==> config.mk <==
export PLATFORM = sky130hd
export DESIGN_NAME = pacman_graphics
export DESIGN_NICKNAME = d
export VERILOG_FILES = /design/src/rtl/pacman_gfx_pkg.sv /design/src/rtl/pacman_sprite.sv /design/src/rtl/pacman_graphics.sv
export SDC_FILE = /design/constraint.sdc
export NUM_CORES = 1
export LEC_CHECK = 0
export ABC_AREA = 0
export BUFFER_PORTS_ARGS = -buffer_cell sky130_fd_sc_hd__clkbuf_2
export CORE_MARGIN = 4
export CORE_UTILIZATION = 38
export DETAILED_ROUTE_END_ITERATION = 6
export SLEW_MARGIN = 20
export SYNTH_ARGS = -nofsm -noshare
export SYNTH_HDL_FRONTEND = slang
export SYNTH_SLANG_ARGS = --single-unit
==> constraint.sdc <==
create_clock -name clk -period 1.6 [get_ports clk]
set_clock_uncertainty 0.15 [all_clocks]
set_input_delay 0.32 -clock clk [delete_from_list [all_inputs] [get_ports clk]]
set_output_delay 0.32 -clock clk [all_outputs]
set_load 0.01 [all_outputs]
==> src/rtl/pacman_gfx_pkg.sv <==
// pacman_gfx_pkg
//   Shared constants for the Pac-Man pixel pipeline: VGA raster geometry,
//   playfield geometry, the Pac-Man radius, the RGB332 palette and the
//   28x31 maze ROM (1 = wall). MAZE[row][col] reads the maze as printed:
//   row 0 is the top row, col 0 is the left-most column.
package pacman_gfx_pkg;

    // Raster geometry (11 bits so raster maths never overflows a 10-bit counter)
    localparam logic [10:0] H_VISIBLE = 11'd640;
    localparam logic [10:0] V_VISIBLE = 11'd480;
    localparam logic [10:0] H_TOTAL   = 11'd800;
    localparam logic [10:0] V_TOTAL   = 11'd525;

    // Playfield geometry
    localparam int          MAZE_COLS = 28;
    localparam int          MAZE_ROWS = 31;
    localparam int          TILE      = 8;
    localparam logic [10:0] PF_W      = 11'(MAZE_COLS * TILE);   // 224
    localparam logic [10:0] PF_H      = 11'(MAZE_ROWS * TILE);   // 248

    // Squared radius of the Pac-Man disc
    localparam int unsigned PACMAN_R2 = 42;

    // RGB332 palette {R[2:0], G[2:0], B[1:0]}
    localparam logic [7:0] COL_BLACK  = 8'h00;
    localparam logic [7:0] COL_WALL   = 8'h03;
    localparam logic [7:0] COL_PACMAN = 8'hFC;
    localparam logic [7:0] COL_GRID   = 8'hFF;

    typedef logic [0:MAZE_COLS-1] maze_row_t;

    // Distinct maze rows; the ghost-house door is drawn as path.
    localparam maze_row_t R_EDGE  = 28'b1111_1111_1111_1111_1111_1111_1111;
    localparam maze_row_t R_TOP   = 28'b1_000000000000_11_000000000000_1;
    localparam maze_row_t R_BLOCK = 28'b1_0_1111_0_11111_0_11_0_11111_0_1111_0_1;
    localparam maze_row_t R_OPEN  = 28'b1_0000000000000_0000000000000_1;
    localparam maze_row_t R_TBAR  = 28'b1_0_1111_0_11_0_11111111_0_11_0_1111_0_1;
    localparam maze_row_t R_GAPS  = 28'b1_000000_11_0000_11_0000_11_000000_1;
    localparam maze_row_t R_SIDE  = 28'b111111_0_11111_0_11_0_11111_0_111111;
    localparam maze_row_t R_LANE  = 28'b111111_0_11_0000000000_11_0_111111;
    localparam maze_row_t R_DOOR  = 28'b111111_0_11_0_111_00_111_0_11_0_111111;
    localparam maze_row_t R_HOUSE = 28'b111111_0_11_0_1_000000_1_0_11_0_111111;
    localparam maze_row_t R_TUNL  = 28'b0000000000_1_000000_1_0000000000;
    localparam maze_row_t R_BAR   = 28'b111111_0_11_0_11111111_0_11_0_111111;
    localparam maze_row_t R_START = 28'b1_000_11_0000000000000000_11_000_1;
    localparam maze_row_t R_NOTCH = 28'b111_0_11_0_11_0_11111111_0_11_0_11_0_111;
    localparam maze_row_t R_LONG  = 28'b1_0_1111111111_0_11_0_1111111111_0_1;

    localparam logic [0:MAZE_ROWS-1][0:MAZE_COLS-1] MAZE = {
        R_EDGE,  R_TOP,   R_BLOCK, R_BLOCK, R_BLOCK, R_OPEN,  R_TBAR,  R_TBAR,   // 0-7
        R_GAPS,  R_SIDE,  R_SIDE,  R_LANE,  R_DOOR,  R_HOUSE, R_TUNL,  R_HOUSE,  // 8-15
        R_BAR,   R_LANE,  R_BAR,   R_BAR,   R_TOP,   R_BLOCK, R_BLOCK, R_START,  // 16-23
        R_NOTCH, R_NOTCH, R_GAPS,  R_LONG,  R_LONG,  R_OPEN,  R_EDGE             // 24-30
    };

    // Wall lookup by tile index. Callers only pass rows 0-30 and cols 0-27.
    function automatic logic is_wall(input logic [4:0] col, input logic [4:0] row);
        return MAZE[row][col];
    endfunction

endpackage

==> src/rtl/pacman_sprite.sv <==
// pacman_sprite
//   Combinational hit test for the Pac-Man disc with a right-facing mouth.
//   Ports:
//     dx, dy     : signed pixel offset from the Pac-Man centre (11 bits)
//     mouth_open : 1 removes the wedge dx > 0, |dy| <= dx
//     hit        : 1 when the pixel belongs to Pac-Man
module pacman_sprite
    import pacman_gfx_pkg::*;
(
    input  logic signed [10:0] dx,
    input  logic signed [10:0] dy,
    input  logic               mouth_open,
    output logic               hit
);

    logic signed [21:0] dx_w;
    logic signed [21:0] dy_w;
    logic        [21:0] dx2;
    logic        [21:0] dy2;
    logic        [22:0] r2;
    logic        [11:0] dy_abs;
    logic               in_disc;
    logic               in_wedge;

    // Squares of |d| <= 1024 fit in 21 bits, so the 22-bit signed product
    // is always non-negative and can be read as unsigned.
    assign dx_w = {{11{dx[10]}}, dx};
    assign dy_w = {{11{dy[10]}}, dy};
    assign dx2  = dx_w * dx_w;
    assign dy2  = dy_w * dy_w;
    assign r2   = {1'b0, dx2} + {1'b0, dy2};

    assign in_disc = (r2 <= 23'(PACMAN_R2));

    // 12-bit magnitude so that dy = -1024 cannot overflow.
    assign dy_abs   = dy[10] ? (12'd0 - {dy[10], dy}) : {1'b0, dy};
    assign in_wedge = !dx[10] && (dx != 11'sd0) && (dy_abs <= {1'b0, dx});

    assign hit = in_disc && !(mouth_open && in_wedge);

endmodule

==> src/rtl/pacman_graphics.sv <==
// pacman_graphics
//   Per-pixel RGB332 colour generator for the 640x480 Pac-Man display.
//   Draws the maze, the background and an animated Pac-Man, one registered
//   colour per pixel clock (one-cycle latency from hc/vc to vga_data).
//   Ports:
//     clk                      : pixel clock
//     rst                      : asynchronous active-low reset
//     btn                      : active-low pause of the mouth animation
//     hc, vc                   : raster counters (0-799, 0-524)
//     switches                 : debug controls (GRAPHICS_DEBUG_EN builds only)
//     pacman_xloc, pacman_yloc : Pac-Man centre in playfield pixels
//     bg_color                 : colour of non-wall playfield pixels
//     vga_data                 : registered RGB332 pixel colour
//   Build option GRAPHICS_DEBUG_EN:
//     switches[0] : test pattern {hc[7:5], vc[7:5], hc[4:3]} on visible pixels
//     switches[1] : tile-grid lines in white, above walls and below Pac-Man
module pacman_graphics
    import pacman_gfx_pkg::*;
#(
    parameter int PF_X0 = 208,
    parameter int PF_Y0 = 116
) (
    input  logic       clk,
    input  logic       rst,
    input  logic       btn,
    input  logic [9:0] hc,
    input  logic [9:0] vc,
    input  logic [9:0] switches,
    input  logic [8:0] pacman_xloc,
    input  logic [8:0] pacman_yloc,
    input  logic [7:0] bg_color,
    output logic [7:0] vga_data
);

    localparam logic [10:0] PF_X0_W = 11'(PF_X0);
    localparam logic [10:0] PF_Y0_W = 11'(PF_Y0);

    logic [10:0]        hc_w;
    logic [10:0]        vc_w;
    logic [10:0]        px_full;
    logic [10:0]        py_full;
    logic [7:0]         px;
    logic [7:0]         py;
    logic               visible;
    logic               in_pf;
    logic               wall;
    logic [10:0]        pac_cx;
    logic [10:0]        pac_cy;
    logic signed [10:0] dx;
    logic signed [10:0] dy;
    logic [3:0]         frame_cnt;
    logic               mouth_open;
    logic               frame_end;
    logic               pac_hit;
    logic [7:0]         pix_color;

    assign hc_w = {1'b0, hc};
    assign vc_w = {1'b0, vc};

    // Anything at or beyond the visible edge, including out-of-range
    // counter values, is blanking.
    assign visible = (hc_w < H_VISIBLE) && (vc_w < V_VISIBLE);

    // Playfield coordinates; only the low 8 bits matter once in_pf holds.
    assign px_full = hc_w - PF_X0_W;
    assign py_full = vc_w - PF_Y0_W;
    assign px      = px_full[7:0];
    assign py      = py_full[7:0];
    assign in_pf   = (hc_w >= PF_X0_W) && (px_full < PF_W) &&
                     (vc_w >= PF_Y0_W) && (py_full < PF_H);

    assign wall = is_wall(px[7:3], py[7:3]);

    // Offsets from the Pac-Man centre, in screen space.
    assign pac_cx = PF_X0_W + {2'b00, pacman_xloc};
    assign pac_cy = PF_Y0_W + {2'b00, pacman_yloc};
    assign dx     = hc_w - pac_cx;
    assign dy     = vc_w - pac_cy;

    assign mouth_open = frame_cnt[3];
    assign frame_end  = (hc_w == H_TOTAL - 11'd1) && (vc_w == V_TOTAL - 11'd1);

    pacman_sprite u_sprite (
        .dx         (dx),
        .dy         (dy),
        .mouth_open (mouth_open),
        .hit        (pac_hit)
    );

    // Colour priority: blanking, [debug pattern], outside playfield,
    // Pac-Man, [debug grid], wall, background.
    // NOTE: pix_color is given a default before the if-chain so that no
    // path leaves it unassigned, which would otherwise infer a latch.
    always_comb begin
        pix_color = bg_color;
        if (!visible) begin
            pix_color = COL_BLACK;
        end
`ifdef GRAPHICS_DEBUG_EN
        else if (switches[0]) begin
            pix_color = {hc[7:5], vc[7:5], hc[4:3]};
        end
`endif
        else if (!in_pf) begin
            pix_color = COL_BLACK;
        end else if (pac_hit) begin
            pix_color = COL_PACMAN;
        end
`ifdef GRAPHICS_DEBUG_EN
        else if (switches[1] && ((px[2:0] == 3'd0) || (py[2:0] == 3'd0))) begin
            pix_color = COL_GRID;
        end
`endif
        else if (wall) begin
            pix_color = COL_WALL;
        end
    end

`ifdef GRAPHICS_DEBUG_EN
    logic unused_debug;
    assign unused_debug = ^switches[9:2];
`else
    logic unused_debug;
    assign unused_debug = ^{switches, px[2:0], py[2:0]};
`endif

    // NOTE: state registers use non-blocking assignments so every flop
    // samples the pre-edge values, independent of statement order.
    always_ff @(posedge clk or negedge rst) begin
        if (!rst) begin
            vga_data  <= COL_BLACK;
            frame_cnt <= 4'd0;
        end else begin
            vga_data <= pix_color;
            if (frame_end && btn) begin
                frame_cnt <= frame_cnt + 4'd1;   // wraps 15 -> 0
            end
        end
    end

endmodule

# Word-level counts from Yosys, hierarchy flattened
# Memories as Yosys holds them, arrays and structs flattened.
# Cells that the tools add are included.
totals:
  register_bits: 12
  mem_bits_ro: 896
  inputBits: 59
  out_inout_bits: 8
  wordCells: 51
  mem_count: 1
mem_list:
  columns: ["name", "depth", "width", "read_ports", "rd_ports_with_merged_regs", "wr", "line", "source"]
  rows:
  - ["(name not given)", 32, 28, 1, 0, 0, "pacman_gfx_pkg.sv:58", "return MAZE[row][col];"]
classes:
  addsub: 9
  n_mul: 2
  n_lt_le_gt_ge: 10
  eq_ne: 2
  muxes: 10
  n_bitwise: 2
  n_reduce_logical: 13
ops:
  columns: ["cell", "count"]
  rows:
  - ["2-to-1 mux 28 bit", 2]
  - ["multiplier 11 x 11 -> 22 bit", 2]
  - ["2-to-1 mux 8 bit", 4]
  - ["adder 22 x 22 -> 23 bit", 1]
  - ["<= comparator 23 x 6 -> 1 bit, second input constant", 1]
  - ["< comparator 11 x 8 -> 1 bit, second input constant", 2]
  - ["subtractor 10 x 10 -> 11 bit", 2]
  - ["== test 10 bit, second input constant", 2]
  - [">= comparator 6 bit, second input constant", 2]
  - ["<= comparator 12 x 11 -> 1 bit", 1]
  - ["2-to-1 mux 12 bit", 1]
  - ["NOT 5 -> 6 bit", 2]
  - ["subtractor 1 x 11 -> 12 bit, first input constant", 1]
  - ["nonzero test 11 bit", 1]
  - ["subtractor 10 x 7 -> 11 bit, second input constant", 1]
  - ["subtractor 10 x 8 -> 11 bit, second input constant", 1]
  - ["adder 7 x 9 -> 10 bit, first input constant", 1]
  - ["adder 8 x 9 -> 10 bit, first input constant", 1]
  - [">= comparator 10 x 7 -> 1 bit, second input constant", 1]
  - [">= comparator 10 x 8 -> 1 bit, second input constant", 1]
  - ["logical AND 1 bit", 10]
  - ["< comparator 10 bit, second input constant", 1]
  - ["< comparator 10 x 9 -> 1 bit, second input constant", 1]
  - ["binary-select mux 1 bit (select 5 bit)", 1]
  - ["3 further kinds", 5]

# Longest topological paths before layout
depth:
  word_depth: 12
  depth_mapped: 43
  mapped_depth_nobuf: 43

# Modules after synthesis
# A second synthesis with hierarchy kept.
unflattened:
  cells_unflattened: 1559
  hier_area_um2: 13107.6
by_module_without_submodules:
  columns: ["mod", "n_inst", "cells_each", "area_each_um2", "seq_area_each_um2"]
  rows:
  - ["pacman_sprite", 1, 1169, 10003.3, 0.0]
  - ["pacman_graphics", 1, 390, 3104.2, 300.3]

# Worst setup path after synthesis
# No wires, ideal clock.
synth_timing:
  kind: "input port to flip-flop"
  from: "input hc[4]"
  to: "register vga_data[2]"
  setup_ns: 0.066
  arrival_ns: 9.250
  required_ns: 1.384
  slack_ns: -7.866
  stages: 38
  n_path_buf: 1
  path_cell_list: "clkbuf_1 > inv_1 > ha_1 > inv_1 > ha_1 > o21a_1 > o31a_1 > o31ai_1 > a21oi_1 > xor2_1 > inv_1 > nor2_1 > inv_1 > fa_1 > inv_1 > fa_1 > fa_1 > fa_1 > (+2 left out) > inv_1 > ha_1 > and3_1 > a21oi_1 > inv_1 > a41o_1 > o41ai_1 > xnor2_1 > ha_1 > a21o_1 > a21oi_1 > o21bai_1 > xor2_1 > nor3_1 > o21ai_0 > or4_1 > nor4_2 > a21o_1"
synth_via:
  elab_chain_len: 10
  elab_cells_between_ends: 28
  classes_between: "add/sub: 3; mul: 1; order compare: 5; mux: 7; bitwise: 1; reduce/logical: 11"
synth_lines:
  columns: ["item", "line", "source"]
  rows:
  - ["start, declared", "pacman_graphics.sv:26", "input logic [9:0] hc,"]
  - ["branches (longest 9 deep; another with adder 22 x 22 -> 23 bit)", null, null]
  - ["2-to-1 mux 8 bit (*)", "pacman_graphics.sv:96", "if (!visible) begin"]
  - ["via pix_color[2]", "pacman_graphics.sv:55", "logic [7:0] pix_color;"]
  - ["end signal, assigned", "pacman_graphics.sv:134", "vga_data <= pix_color;"]
  - ["end, declared", "pacman_graphics.sv:32", "output logic [7:0] vga_data"]
# Mark *: on every way through the listed nets, which the timed path passes. The select of a mux whose other input is x is not followed.
# A chain may end at the register's enable or synchronous reset.

# Worst setup path after layout
layout_timing:
  from: "input pacman_xloc[1]"
  to: "register vga_data[4]"
layout_via:
  elab_chain_len: 11
  elab_cells_between_ends: 16
  classes_between: "add/sub: 3; mul: 1; order compare: 2; mux: 3; reduce/logical: 7"
layout_lines:
  columns: ["item", "line", "source"]
  rows:
  - ["start, declared", "pacman_graphics.sv:29", "input logic [8:0] pacman_xloc,"]
  - ["adder 8 x 9 -> 10 bit (*)", "pacman_graphics.sv:75", "assign pac_cx = PF_X0_W + {2'b00, pacman_xloc};"]
  - ["subtractor 10 x 10 -> 11 bit (*)", "pacman_graphics.sv:77", "assign dx = hc_w - pac_cx;"]
  - ["branches (longest 5 deep; another with adder 22 x 22 -> 23 bit)", null, null]
  - ["logical AND 1 bit (*)", "pacman_sprite.sv:39", "assign hit = in_disc && !(mouth_open && in_wedge);"]
  - ["2-to-1 mux 8 bit (*)", "pacman_graphics.sv:106", "end else if (pac_hit) begin"]
  - ["2-to-1 mux 8 bit (*)", "pacman_graphics.sv:104", "else if (!in_pf) begin"]
  - ["2-to-1 mux 8 bit (*)", "pacman_graphics.sv:96", null]
  - ["via pix_color[4]", "pacman_graphics.sv:55", null]
# Mark *: on every way through the listed nets, which the timed path passes.

==> summary.txt <==
Detailed routing
  • Routed wire per std cell: 14.6 microns
  • Total Wirelength: 35900 microns
  • Drt drc: 0
  • Vias: 11800
  • ANT nets after route: 0
  • Drt pass-1 iters: 5
  • DRT iter0 DRCs: 517
  • Avg Vias per Cell: 4.82

Job
  • Max-cap viol count: 0

Critical path
  • Reg2Reg Depth: 5
  • Delay-heaviest family, CP: adder cells
  • Worst Setup EP: vga_data[4]$_DFF_PN0_
  • Worst setup SP type: primary input
  • Crit path launch: pacman_xloc[1]
  • CP Class: primary input to flip-flop
  • CP dominant cell by count: inv_2
  • Worst-path fanout max: 6
  • Crit-path slowest cell: fa_1
  • Arrival time worst endpoint: 8600 ps
  • CP Depth: 42
  • CP max stage delay: 570 ps
  • R2r startpoint: frame_cnt[3]$_DFFE_PN0P_
  • Buf/Inv on CP: 12
  • RR Endpoint: vga_data[4]$_DFF_PN0_
  • CP required: 1630 ps
  • Flop-to-flop setup slack: -480 ps
  • Critical Path End Type: flip-flop

Finish
  • Share of layout cells above drive strength 1: 33.9%
  • Filler Cell Count: 3047
  • Finished Cell Area: 17900 sq um
  • Register area: 300 sq um
  • ANT cells: 0
  • Synth-to-layout area growth: 40.1%
  • Multi-input combinational cell area: 11700 sq um
  • Final #Nets: 2449
  • Most frequent cells in the layout: buf_4 (410), inv_1 (365), fa_1 (194)
  • Commonest non-fill, non-tap cell in the layout: buf_4

STA
  • Period minus WS final: 8570 ps
  • Slew headroom: 37.6%
  • Final WS setup: -6970 ps
  • Peak Freq: 0.117 GHz
  • RSZ-0062 raised after global routing: yes
  • Max-slew violations: 0
  • Worst hold margin: 131 ps
  • Final Setup Violations: 12
  • Final Hold Vio Count: 0
  • Worst Tran Pin Value: 924 ps
  • Final period util: 536%

Floorplanning
  • Top Ports: 67
  • Initial core utilization: 38.9%
  • Die width: 191 microns
  • Die area: 36500 sq um
  • Core Footprint: 32800 sq um
  • FP Rows: 66
  • Die Span Y: 191 microns

Global route
  • First-pass GRT wire length: 61400 microns
  • GRT overflow: 0
  • Gr usage total: 20.3%
  • Antenna violations before repair: 0
  • Largest net degree at the start of global routing: 24
  • Vias in the first global route: 12700

Synth
  • Syn Nets: 1986
  • Compound-Gate Fraction of Synth Area: 14.5%
  • Largest family of logic cells by synthesized area: adder cells
  • Mean Syn Cell Area: 8.25 sq um
  • Sequential fraction of the synthesis area: 2.36%
  • Post-synth EDFFs: 0
  • Post-synth ARST share: 100%
  • Yosys reg bits: 12
  • Predominant post-synthesis flop cell: dfrtp_1
  • Cell Area, Synth: 12700 sq um
  • Adder-Cell Fraction of Synth Area: 49.7%
  • Synth Instances: 1545
  • Synth Warn #: 0
  • Library cells used by synthesis: 83
  • Post-synthesis mux area share: 0.560%
  • XOR/XNOR share of the synthesized area: 7.56%
  • Synth Area in Simple Gates: 12.5%

CTS
  • CTS Buffer Depth: 2
  • CTS root buf: clkbuf_16
  • Clock sink count: 12
  • # H-tree levels: 1
  • Clock transition at path regs: 40 ps
  • Worst-Skew Late Latency: 240 ps
  • TritonCTS clock tree: built
  • CTS Buf Count: 3

Place
  • Routability cong.: 0.939
  • Area after DPL: 16700 sq um
  • Post-DP HPWL: 31500 microns
  • Number of port buffers: 56

Worst hold path
  • Tightest Hold Check Type: primary input to flip-flop

Run status
  • Failing checks: negative setup slack
  • Outcome: complete, but fails checks
-- what timing repair did --
action                                  CTS  global route
hold buffers                              1             0
setup buffers                            27             8
endpoints found under the hold margin    12             0
gates resized for setup                 122            53
endpoints found under the setup margin   12            12
pin swaps                                87            36
-- synth_stat cells, types with 5 or more instances --
library cell / n / share of area [%]
a211oi_1: 19 / 1.1
a21o_1: 33 / 1.9
a21oi_1: 66 / 2.6
a31oi_1: 10 / 0.49
and2_1: 6 / 0.29
and3_1: 8 / 0.39
buf_2: 5 / 0.20
clkbuf_1: 19 / 0.56
clkinv_1: 8 / 0.24
dfrtp_1: 12 / 2.4
fa_1: 207 / 33
ha_1: 175 / 17
inv_1: 397 / 12
mux2i_1: 6 / 0.47
nand2_1: 105 / 3.1
nand2b_1: 6 / 0.29
nand3_1: 16 / 0.63
nand4_1: 7 / 0.34
nor2_1: 120 / 3.5
nor2b_1: 14 / 0.69
nor3_1: 17 / 0.67
nor4_1: 8 / 0.39
o211ai_1: 5 / 0.29
o21a_1: 13 / 0.77
o21ai_0: 42 / 1.6
o21bai_1: 10 / 0.59
o22ai_1: 6 / 0.29
o31a_1: 5 / 0.34
o31ai_1: 5 / 0.29
or3_1: 6 / 0.29
xnor2_1: 73 / 5.0
xor2_1: 22 / 1.5
-- through the flow --
step | cells | TNS (ps) | setup slack [ps] | util, %
2_1_floorplan | 1545 | -55300 | -6870 | -
3_5_place_dp | 2409 | -65330 | -7840 | 51.1
6_report | 2449 | -56500 | -6970 | 54.5
3_3_place_gp | 2409 | -64710 | -7770 | 51.1
4_1_cts | 2441 | -56940 | -6990 | 53.6
5_1_grt | 2449 | -59760 | -7360 | 54.5
-- worst min-delay path by stage --
stage	from	end	slack, ps	cells after the start
6_report	bg_color[7]	vga_data[7]$_DFF_PN0_	130	2
5_1_grt	bg_color[5]	vga_data[5]$_DFF_PN0_	150	2
4_1_cts	bg_color[7]	vga_data[7]$_DFF_PN0_	130	2
3_5_place_dp	rst	frame_cnt[3]$_DFFE_PN0P_	70	1
3_3_place_gp	rst	frame_cnt[2]$_DFFE_PN0P_	60	1
2_1_floorplan	rst	frame_cnt[0]$_DFFE_PN0P_	-130	0
-- layout make-up --
class / count / share of cell area, %
timing repair buffer: 484 / 20.3
multi-input combinational: 1100 / 65.7
inverter: 407 / 8.78
clock buffer: 4 / 0.498
sequential: 12 / 1.68
tap: 442 / 3.10
-- state kept, by name (all words and copies together) (netlist names) --
register,count
vga_data,8
frame_cnt,4
-- cells by family (layout without fill, tap and decap cells) --
| family | count (synthesis) | count (layout) |
|---|---|---|
| and+or+nand+nor | 341 | 341 |
| AOI/OAI and AO/OA | 269 | 269 |
| xor gates and xnor gates | 101 | 101 |
| muxes | 7 | 7 |
| buffers and inverters | 433 | 895 |
| adders and majority gates | 382 | 382 |
| DFF | 12 | 12 |
-- metal layers --
layer / track usage [%] / up-vias / wire length, microns / share of wire, %
met3: 1.88 / 35 / 1310 / 3.7
met2: 36.9 / 208 / 18100 / 50
li1: - / 5841 / - / -
met1: 27.2 / 5726 / 16000 / 45
met4: 2.40 / 0 / 471 / 1.3
met5: 0 / - / 0 / 0
Power is not shown: default switching activity piles up to over one toggle a cycle in this logic, so the estimate is an artifact.
